[config.mk]
export PLATFORM = sky130hd
export DESIGN_NAME = spi_link_arbiter_flat
export DESIGN_NICKNAME = d
export VERILOG_FILES = /design/src/rtl/spi_link_arbiter_if.sv /design/src/rtl/spi_link_arbiter.sv /design/src/flat_wrapper.sv
export SDC_FILE = /design/constraint.sdc
export NUM_CORES = 1
export LEC_CHECK = 0
export ABC_AREA = 1
export BUFFER_PORTS_ARGS = -buffer_cell sky130_fd_sc_hd__buf_4
export CAP_MARGIN = 30
export CORE_MARGIN = 8
export CORE_UTILIZATION = 45
export DETAILED_ROUTE_END_ITERATION = 8
export GPL_ROUTABILITY_DRIVEN = 0
export PLACE_DENSITY = 0.72
export SLEW_MARGIN = 20
export SYNTH_ARGS = -nofsm -noshare
export SYNTH_HDL_FRONTEND = slang
export SYNTH_SLANG_ARGS = --single-unit
[constraint.sdc]
create_clock -name clk -period 3.36 [get_ports clk]
set_input_delay 0.336 -clock clk [delete_from_list [all_inputs] [get_ports clk]]
set_output_delay 0.336 -clock clk [all_outputs]
set_load 0.02 [all_outputs]
[src/rtl/spi_link_arbiter_if.sv]
// Bundle of requester-side and SPI-link-side signals shared between the
// arbiter (slave modport) and its clients/link (master modport).
interface spi_link_arbiter_if #(
  parameter int NREQ = 4,
  parameter int DW   = 11
);
  logic [NREQ-1:0]    req;
  logic [NREQ*DW-1:0] req_data;
  logic [NREQ-1:0]    grant;
  logic               new_d;
  logic [DW-1:0]      d_out;
  logic               xfer_done;
  logic [DW-1:0]      rx_data;
  logic [NREQ-1:0]    rsp_valid;
  logic [DW-1:0]      rsp_data;
  logic               rsp_err;
  logic               busy;

  modport slave (
    input  req, req_data, xfer_done, rx_data,
    output grant, new_d, d_out, rsp_valid, rsp_data, rsp_err, busy
  );

  modport master (
    output req, req_data, xfer_done, rx_data,
    input  grant, new_d, d_out, rsp_valid, rsp_data, rsp_err, busy
  );
endinterface

[src/rtl/spi_link_arbiter.sv]
// Round-robin sequencer sharing one SPI link: picks a requester, launches its
// word with a one-cycle new_d, waits for the slave done edge, returns the result.
module spi_link_arbiter #(
  parameter int NREQ    = 4,
  parameter int DW      = 11,
  parameter int TIMEOUT = 256
) (
  input  logic              clk,
  input  logic              rst,
  spi_link_arbiter_if.slave io_link
);
  localparam int IW = (NREQ > 1) ? $clog2(NREQ) : 1;
  localparam int TW = (TIMEOUT > 1) ? $clog2(TIMEOUT) : 1;

  typedef enum logic [1:0] {
    S_IDLE,
    S_LAUNCH,
    S_WAIT,
    S_RESP
  } state_t;

  state_t          r_state;
  logic [IW-1:0]   r_last;
  logic [IW-1:0]   r_id;
  logic [TW-1:0]   r_timer;
  logic            r_done_q;
  logic [NREQ-1:0] r_grant;
  logic            r_new_d;
  logic [DW-1:0]   r_d_out;
  logic [NREQ-1:0] r_rsp_valid;
  logic [DW-1:0]   r_rsp_data;
  logic            r_rsp_err;
  logic            r_busy;

  logic            w_done_rise;
  logic [IW-1:0]   w_sel_idx;
  logic [IW-1:0]   w_cand;
  logic [DW-1:0]   w_words [NREQ];

  genvar gi;
  generate
    for (gi = 0; gi < NREQ; gi++) begin : g_word
      assign w_words[gi] = io_link.req_data[gi*DW +: DW];
    end
  endgenerate

  // A done level still high from the previous transfer must not retrigger.
  assign w_done_rise = io_link.xfer_done & ~r_done_q;

  // Scan from farthest to nearest so the requester closest after r_last wins.
  always_comb begin
    w_sel_idx = '0;
    w_cand    = '0;
    for (int k = NREQ; k >= 1; k--) begin
      w_cand = IW'((int'(r_last) + k) % NREQ);
      if (io_link.req[w_cand]) begin
        w_sel_idx = w_cand;
      end
    end
  end

  always_ff @(posedge clk) begin
    if (rst) begin
      r_state     <= S_IDLE;
      r_last      <= IW'(NREQ - 1);
      r_id        <= '0;
      r_timer     <= '0;
      r_done_q    <= 1'b0;
      r_grant     <= '0;
      r_new_d     <= 1'b0;
      r_d_out     <= '0;
      r_rsp_valid <= '0;
      r_rsp_data  <= '0;
      r_rsp_err   <= 1'b0;
      r_busy      <= 1'b0;
    end else begin
      r_done_q <= io_link.xfer_done;
      case (r_state)
        S_IDLE: begin
          if (|io_link.req) begin
            r_id    <= w_sel_idx;
            r_d_out <= w_words[w_sel_idx];
            r_grant <= NREQ'(1) << w_sel_idx;
            r_new_d <= 1'b1;
            r_busy  <= 1'b1;
            r_state <= S_LAUNCH;
          end
        end
        S_LAUNCH: begin
          r_grant <= '0;
          r_new_d <= 1'b0;
          r_timer <= '0;
          r_state <= S_WAIT;
        end
        S_WAIT: begin
          if (w_done_rise) begin
            r_rsp_data  <= io_link.rx_data;
            r_rsp_err   <= 1'b0;
            r_rsp_valid <= NREQ'(1) << r_id;
            r_state     <= S_RESP;
          end else if (r_timer == TW'(TIMEOUT - 1)) begin
            r_rsp_data  <= '0;
            r_rsp_err   <= 1'b1;
            r_rsp_valid <= NREQ'(1) << r_id;
            r_state     <= S_RESP;
          end else begin
            r_timer <= r_timer + 1'b1;
          end
        end
        S_RESP: begin
          r_rsp_valid <= '0;
          r_rsp_err   <= 1'b0;
          r_busy      <= 1'b0;
          r_last      <= r_id;
          r_state     <= S_IDLE;
        end
        default: begin
          r_state <= S_IDLE;
        end
      endcase
    end
  end

  assign io_link.grant     = r_grant;
  assign io_link.new_d     = r_new_d;
  assign io_link.d_out     = r_d_out;
  assign io_link.rsp_valid = r_rsp_valid;
  assign io_link.rsp_data  = r_rsp_data;
  assign io_link.rsp_err   = r_rsp_err;
  assign io_link.busy      = r_busy;
endmodule

[src/flat_wrapper.sv]
// flat-port wrapper written by rule: the top's interface ports become plain ports
module spi_link_arbiter_flat 
#(
  parameter int NREQ    = 4,
  parameter int DW      = 11,
  parameter int TIMEOUT = 256
)
  (clk, rst, io_link_req, io_link_req_data, io_link_xfer_done, io_link_rx_data, io_link_grant, io_link_new_d, io_link_d_out, io_link_rsp_valid, io_link_rsp_data, io_link_rsp_err, io_link_busy);
  spi_link_arbiter_if #(.NREQ(NREQ), .DW(DW)) io_link_i ();
  input  logic clk;
  input  logic rst;
  input wire logic [$bits(io_link_i.req)-1:0] io_link_req;
  input wire logic [$bits(io_link_i.req_data)-1:0] io_link_req_data;
  input wire logic [$bits(io_link_i.xfer_done)-1:0] io_link_xfer_done;
  input wire logic [$bits(io_link_i.rx_data)-1:0] io_link_rx_data;
  output wire logic [$bits(io_link_i.grant)-1:0] io_link_grant;
  output wire logic [$bits(io_link_i.new_d)-1:0] io_link_new_d;
  output wire logic [$bits(io_link_i.d_out)-1:0] io_link_d_out;
  output wire logic [$bits(io_link_i.rsp_valid)-1:0] io_link_rsp_valid;
  output wire logic [$bits(io_link_i.rsp_data)-1:0] io_link_rsp_data;
  output wire logic [$bits(io_link_i.rsp_err)-1:0] io_link_rsp_err;
  output wire logic [$bits(io_link_i.busy)-1:0] io_link_busy;
  assign io_link_i.req = io_link_req;
  assign io_link_i.req_data = io_link_req_data;
  assign io_link_i.xfer_done = io_link_xfer_done;
  assign io_link_i.rx_data = io_link_rx_data;
  assign io_link_grant = io_link_i.grant;
  assign io_link_new_d = io_link_i.new_d;
  assign io_link_d_out = io_link_i.d_out;
  assign io_link_rsp_valid = io_link_i.rsp_valid;
  assign io_link_rsp_data = io_link_i.rsp_data;
  assign io_link_rsp_err = io_link_i.rsp_err;
  assign io_link_busy = io_link_i.busy;
  spi_link_arbiter #(.NREQ(NREQ), .DW(DW), .TIMEOUT(TIMEOUT)) u_core (.clk(clk), .rst(rst), .io_link(io_link_i));
endmodule
==> impl_metrics.json, run 1 <==
{
  "status": "complete, no violations",
  "tightestPinTransition_ns": 0.700,
  "post_cts_buffers": 0,
  "hold_class": "input pin to flop",
  "swShare_pct": 45.9,
  "wl_per_cell_um": 12.6,
  "die_w_um": 95.9,
  "ctsHoldBuffers": 0,
  "h-tree-depth": 2,
  "syn_area_per_cell_um2": 6.67,
  "clk_latency_ns": 0.30,
  "p_seq_share_pct": 29.3,
  "pwr-share-clk_pct": 15.6,
  "routed_wl_mm": 7.45,
  "seqCellArea_um2": 961,
  "cp_cell_sequence": "inv_1 > ha_1 > nand2_1 > nand2_2 > inv_2 > nand2_1 > nor2_1 > xnor2_1 > nor2_1",
  "ys_seq_area_share_pct": 33.4,
  "ys.flop_type": "dfxtp_1",
  "n_antenna_cell": 0,
  "drive_gt1_share_pct": 27.6,
  "ys_ff_latch": 48,
  "yosysWarnings": 0,
  "drv_slew": 0,
  "rows": 29,
  "max_freq_mhz": 460,
  "grt_pass1_wl_mm": 12.1,
  "setup_viol": 0,
  "drc": 0,
  "synthCells": 431,
  "cts_tree": "yes",
  "worst-r2r-setup-slack_ns": 1.19,
  "synth_top_area_share_pct": 33.4,
  "fillCellCount": 626,
  "reg2reg_from": "u_core.r_state[0]",
  "ir_drop_mv": 0.466,
  "synthTopCellsByCount": "inv_1 (79), nand2_1 (74), nand3_1 (74)",
  "grt-ovfl-total": 0,
  "cts.repair.resized": 0,
  "antenna_found_initial": 0,
  "cts_buffers": 5,
  "stdcell_area_um2": 3680,
  "end_kind": "flop",
  "combPwrFrac_pct": 55.1,
  "power.leakage_nw": 1.97,
  "crit_slowest_cell": "ha_1",
  "cts_buffer_depth": 2,
  "hold_viol_final": 0,
  "r2r_end": "u_core.r_timer[5]",
  "fp.coreArea_um2": 6280,
  "vias_per_cell": 4.94,
  "slew_headroom_pct": 53.2,
  "dieArea_um2": 9200,
  "crit_arrival_ns": 2.37,
  "critPathMaxStageDelay_ns": 0.53,
  "grt_pass1_vias": 2659,
  "synth_cell_types": 33,
  "setup_tns_ns": 0,
  "crit_fanout": 17,
  "ant_nets": 0,
  "syn_to_final_growth_pct": 28.0,
  "synth_edf_count": 0,
  "startpoint": "u_core.r_state[0]",
  "synth_area_leaders": "dfxtp_1 (33%), nand3_1 (13%), inv_1 (10%)",
  "fin_skew_ns": 0.00622,
  "p_int_w": 0.00149,
  "fin_nets": 581,
  "via_count": 2918,
  "powerDensity_nw_per_um2": 748,
  "synthArstFlopShare_pct": 0,
  "cts_root_buf": "clkbuf_8",
  "drtIter0Drc": 154,
  "reg2reg_depth": 9,
  "finalCriticalPeriod_ns": 2.17,
  "start_util_pct": 45.8,
  "worst_setup_path_start_kind": "flop",
  "yosysTopAreaCell": "dfxtp_1",
  "syn_nets": 499,
  "synth_area_um2": 2880,
  "clk_pin_slew_ns": 0.09,
  "die-height_um": 95.9,
  "path_class": "flop to flop",
  "hold_ws_ns": 0.249,
  "period_share_pct": 64.7,
  "yosysMostFrequentCell": "inv_1",
  "firstDrtPassIters": 4,
  "dp_hpwl_mm": 5.65,
  "placed_cell_area_um2": 3560,
  "max-cap-violations": 0,
  "multiInputGateArea_um2": 1450,
  "crit_end": "u_core.r_timer[5]",
  "cts_sinks": 48,
  "grtUsageTotal_pct": 16.1,
  "pin_count": 95,
  "cp.required_ns": 3.55,
  "port_buffers": 94,
  "rsz0062_at_grt": "false",
  "grt_max_degree": 38,
  "power_switching_w": 0.00126
}
-- final cells by class --
class                      count  share of cell area, %
multi-input combinational    276                   39.5
sequential                    48                   26.1
timing repair buffer          95                   19.5
inverter                      87                   9.15
tap                           77                   2.62
clock buffer                   5                   1.87
clock inverter                 3                   1.26
-- power groups by stage --
stage | Sequential (W) | Combinational (W) | Clock [W]
after floorplan | 0.000929 | 0.00105 | 0
after global placement | 0.000813 | 0.00148 | 0
after global routing | 0.000825 | 0.00169 | 0.000464
after CTS | 0.000806 | 0.00153 | 0.000447
final | 0.000806 | 0.00152 | 0.000430
after detailed placement | 0.000816 | 0.00152 | 0
-- critical path, delay by kind of cell, from the launching register on --
kind,cells,cell delay (ns)
and+or+nand+nor,5,0.87
xor gates and xnor gates,1,0.13
adders and majority gates,1,0.53
DFF,1,0.34
buffers and inverters,2,0.20
-- cells in the final DEF, fill, tap and decap left out --
master,n
inv_8,1
inv_4,1
nand3_1,74
buf_6,1
buf_4,94
nand2_2,14
clkinvlp_4,1
nand3_2,5
nand3_4,1
o21ai_2,1
o21ai_1,1
nand3b_1,1
nand2_4,7
xnor2_1,1
bufinv_16,1
o31ai_1,1
nor2_2,1
nor4_1,2
clkbuf_8,5
a31oi_1,1
inv_1,79
inv_2,6
nand2_8,2
inv_6,1
nor3b_1,2
ha_1,6
nor2_1,30
nand4_1,5
nand2_1,74
a21oi_1,33
nor3_1,2
o21ai_0,12
dfxtp_1,48
-- per-layer routing --
metal | vias to the layer above | part of all wire [%] | global-route usage (%)
li1 | 1514 | - | -
met3 | 9 | 6.2 | 3.12
met5 | - | 0 | 0
met1 | 1324 | 42 | 19.8
met4 | 0 | 1.5 | 5.51
met2 | 71 | 50 | 27.5
-- through the flow --
| step | utilization, % | std cells | power, W | worst slack [ns] |
|---|---|---|---|---|
| global route | 58.6 | 591 | 0.00298 | 0.933 |
| detailed placement | 56.8 | 583 | 0.00234 | 1.16 |
| floorplan | - | 431 | 0.00198 | 1.75 |
| global placement | 56.6 | 582 | 0.00230 | 1.21 |
| CTS | 58.6 | 591 | 0.00278 | 1.23 |
| finish | 58.6 | 591 | 0.00275 | 1.19 |
-- flip-flops by register name, indices dropped and copies added, names as in the netlist --
signal                    cells
u_core.io_link.busy           1
u_core.io_link.d_out         11
u_core.io_link.grant          4
u_core.io_link.new_d          1
u_core.io_link.rsp_data      11
u_core.io_link.rsp_err        1
u_core.io_link.rsp_valid      4
u_core.r_done_q               1
u_core.r_id                   2
u_core.r_last                 2
u_core.r_state                2
u_core.r_timer                8
-- logic make-up after synthesis --
| group | synth area share (%) |
|---|---|
| buf+inv | 16.1 |
| xor+xnor | 0.305 |
| flops | 33.4 |
| fa+ha+maj | 2.61 |
| simple gates | 38.8 |
| compound gates | 8.79 |
-- worst min-delay path by stage --
| stage | startpoint | to | slack, ns | cells after the start |
|---|---|---|---|---|
| floorplan | u_core.r_timer[2] | u_core.r_timer[2] | 0.44 | 1 |
| global placement | u_core.io_link.rsp_data[7] | u_core.io_link.rsp_data[7] | 0.45 | 2 |
| detailed placement | u_core.io_link.rsp_data[7] | u_core.io_link.rsp_data[7] | 0.46 | 2 |
| CTS | io_link_xfer_done | u_core.r_done_q | 0.24 | 3 |
| global route | io_link_xfer_done | u_core.r_done_q | 0.25 | 3 |
| finish | io_link_xfer_done | u_core.r_done_q | 0.25 | 3 |
Power figures use the tool's default switching activity.
==> inputs of run 2 (changes only) <==
Settings changed: PLACE_DENSITY 0.72 to 0.75.
Clock period 3.36 ns to 1.9 ns, I/O delays scaled along.
==> impl_metrics.json, run 2 (synthesis gave the netlist of run 1 again) <==
{
  "max_freq_mhz": 578,
  "crit_arrival_ns": 1.91,
  "power.total_w": 0.00483,
  "tightestPinTransition_ns": 0.618,
  "post_cts_buffers": 0,
  "status": "complete, no violations",
  "start_util_pct": 45.8,
  "h-tree-depth": 2,
  "syn_to_final_growth_pct": 30.0,
  "reg2reg_from": "u_core.r_timer[0]",
  "clk_pin_slew_ns": 0.08,
  "rsz0062_at_grt": "false",
  "via_count": 2944,
  "crit_fanout": 7,
  "cts_buffers": 5,
  "pin_count": 95,
  "cp.required_ns": 2.08,
  "grt_pass1_wl_mm": 12.0,
  "die_w_um": 95.9,
  "ant_nets": 0,
  "die-height_um": 95.9,
  "wl_per_cell_um": 12.4,
  "final_cell_mix": "buf_4 (100), inv_1 (79), nand3_1 (74)",
  "period_share_pct": 91.0,
  "holdPathEnd": "u_core.r_done_q",
  "dp.cells": 589,
  "ir_drop_mv": 0.892,
  "fp.coreArea_um2": 6280,
  "crit_slowest_cell": "dfxtp_2",
  "critPathMaxStageDelay_ns": 0.34,
  "n_antenna_cell": 0,
  "worst-r2r-setup-slack_ns": 0.17,
  "crit_path_frequent_cell": "nand2_1",
  "antenna_found_initial": 0,
  "dp_hpwl_mm": 5.65,
  "drv_slew": 0,
  "port_buffers": 94,
  "slew_headroom_pct": 58.4,
  "ctsHoldBuffers": 0,
  "cts_tree": "yes",
  "powerDensity_nw_per_um2": 1290,
  "min_from": "io_link_xfer_done",
  "fin_skew_ns": 0.00624,
  "grt_pass1_vias": 2837,
  "cts_buffer_depth": 2,
  "cts_root_buf": "clkbuf_8",
  "grt_max_degree": 38,
  "routed_wl_mm": 7.42,
  "fin_nets": 588,
  "finalCriticalPeriod_ns": 1.73,
  "hold_viol_final": 0,
  "worst_setup_path_start_kind": "flop",
  "cp_cell_sequence": "ha_2 > nand3_1 > nor2_1 > nand3_1 > nand2_1 > nand2_1 > nand2_4 > inv_2 > nand2_2 > nor2_2 > nand2_1 > nand2_1 > a21oi_1",
  "rows": 29,
  "power.leakage_nw": 1.99,
  "vias_per_cell": 4.92,
  "firstDrtPassIters": 4,
  "cts_sinks": 48,
  "drc": 0,
  "hold_class": "input pin to flop",
  "r2r_end": "u_core.r_timer[7]",
  "clk_latency_ns": 0.29,
  "drtIter0Drc": 121,
  "end_kind": "flop",
  "layout_commonest_cell": "buf_4",
  "dieArea_um2": 9200,
  "path_class": "flop to flop",
  "grtUsageTotal_pct": 15.9,
  "whs_path_depth": 3,
  "setup_viol": 0,
  "fin_cells": 598,
  "max-cap-violations": 0,
  "drive_gt1_share_pct": 29.4,
  "reg2reg_depth": 13,
  "grt-ovfl-total": 0
}
[run 2: worst max path at each step]
stage,from,endpoint,slack (ns),depth (start not counted)
finish,u_core.r_timer[0],u_core.r_timer[7],0.17,13
global route,u_core.r_timer[0],u_core.r_timer[7],0.004,13
CTS,u_core.r_timer[0],u_core.r_timer[7],0.05,13
detailed placement,u_core.r_last[0],u_core.io_link.d_out[4],-0.06,13
global placement,u_core.r_last[0],u_core.io_link.d_out[7],0.07,13
floorplan,u_core.r_timer[0],u_core.r_timer[5],0.29,12
[run 2: area by class of cell]
class	instances	area [µm²]
Sequential cell	48	967
Tap cell	77	96.3
Multi-Input combinational cell	277	1490
Fill cell	619	2540
Clock buffer	8	90.1
Timing Repair Buffer	101	762
Inverter	87	337
[run 2: what timing repair did]
action                                  4_1_cts  5_1_grt
endpoints found under the setup margin        8       17
cloned                                        0        1
pin swaps                                     0        2
resized for setup                             1        9
hold endpoints to repair                      0        0
[run 2: metrics by stage]
step           utilization (%)  hold WS (ns)  area, µm²  worst slack, ns  setup TNS (ns)
5_1_grt                   59.6         0.135       3740          0.00418               0
2_1_floorplan                -         0.315       2880            0.291               0
4_1_cts                   58.9         0.124       3700           0.0549               0
6_report                  59.6         0.123       3740            0.170               0
3_5_place_dp              57.4         0.431       3610          -0.0593         -0.0867
3_3_place_gp              57.4         0.416       3610           0.0682               0
[run 2: layer usage]
| layer | global-route usage (%) | vias up | routed length (µm) |
|---|---|---|---|
| li1 | - | 1532 | - |
| met1 | 17.9 | 1361 | 3120 |
| met2 | 30.1 | 46 | 3990 |
| met3 | 2.65 | 5 | 268 |
| met4 | 3.71 | 0 | 48 |
| met5 | 0 | - | 0 |
[run 2: worst max-delay path, delay by kind of cell, from the launching register on]
kind,cells,cell delay [ns]
DFF,1,0.34
adders and majority gates,1,0.20
buffers and inverters,1,0.10
AOI/OAI and AO/OA,1,0.05
and+or+nand+nor,10,0.94
[run 2: power by group]
| group | switching, W | internal (W) |
|---|---|---|
| registers | 0.000168 | 0.00126 |
| clock network | 0.000316 | 0.000297 |
| logic | 0.00175 | 0.00104 |
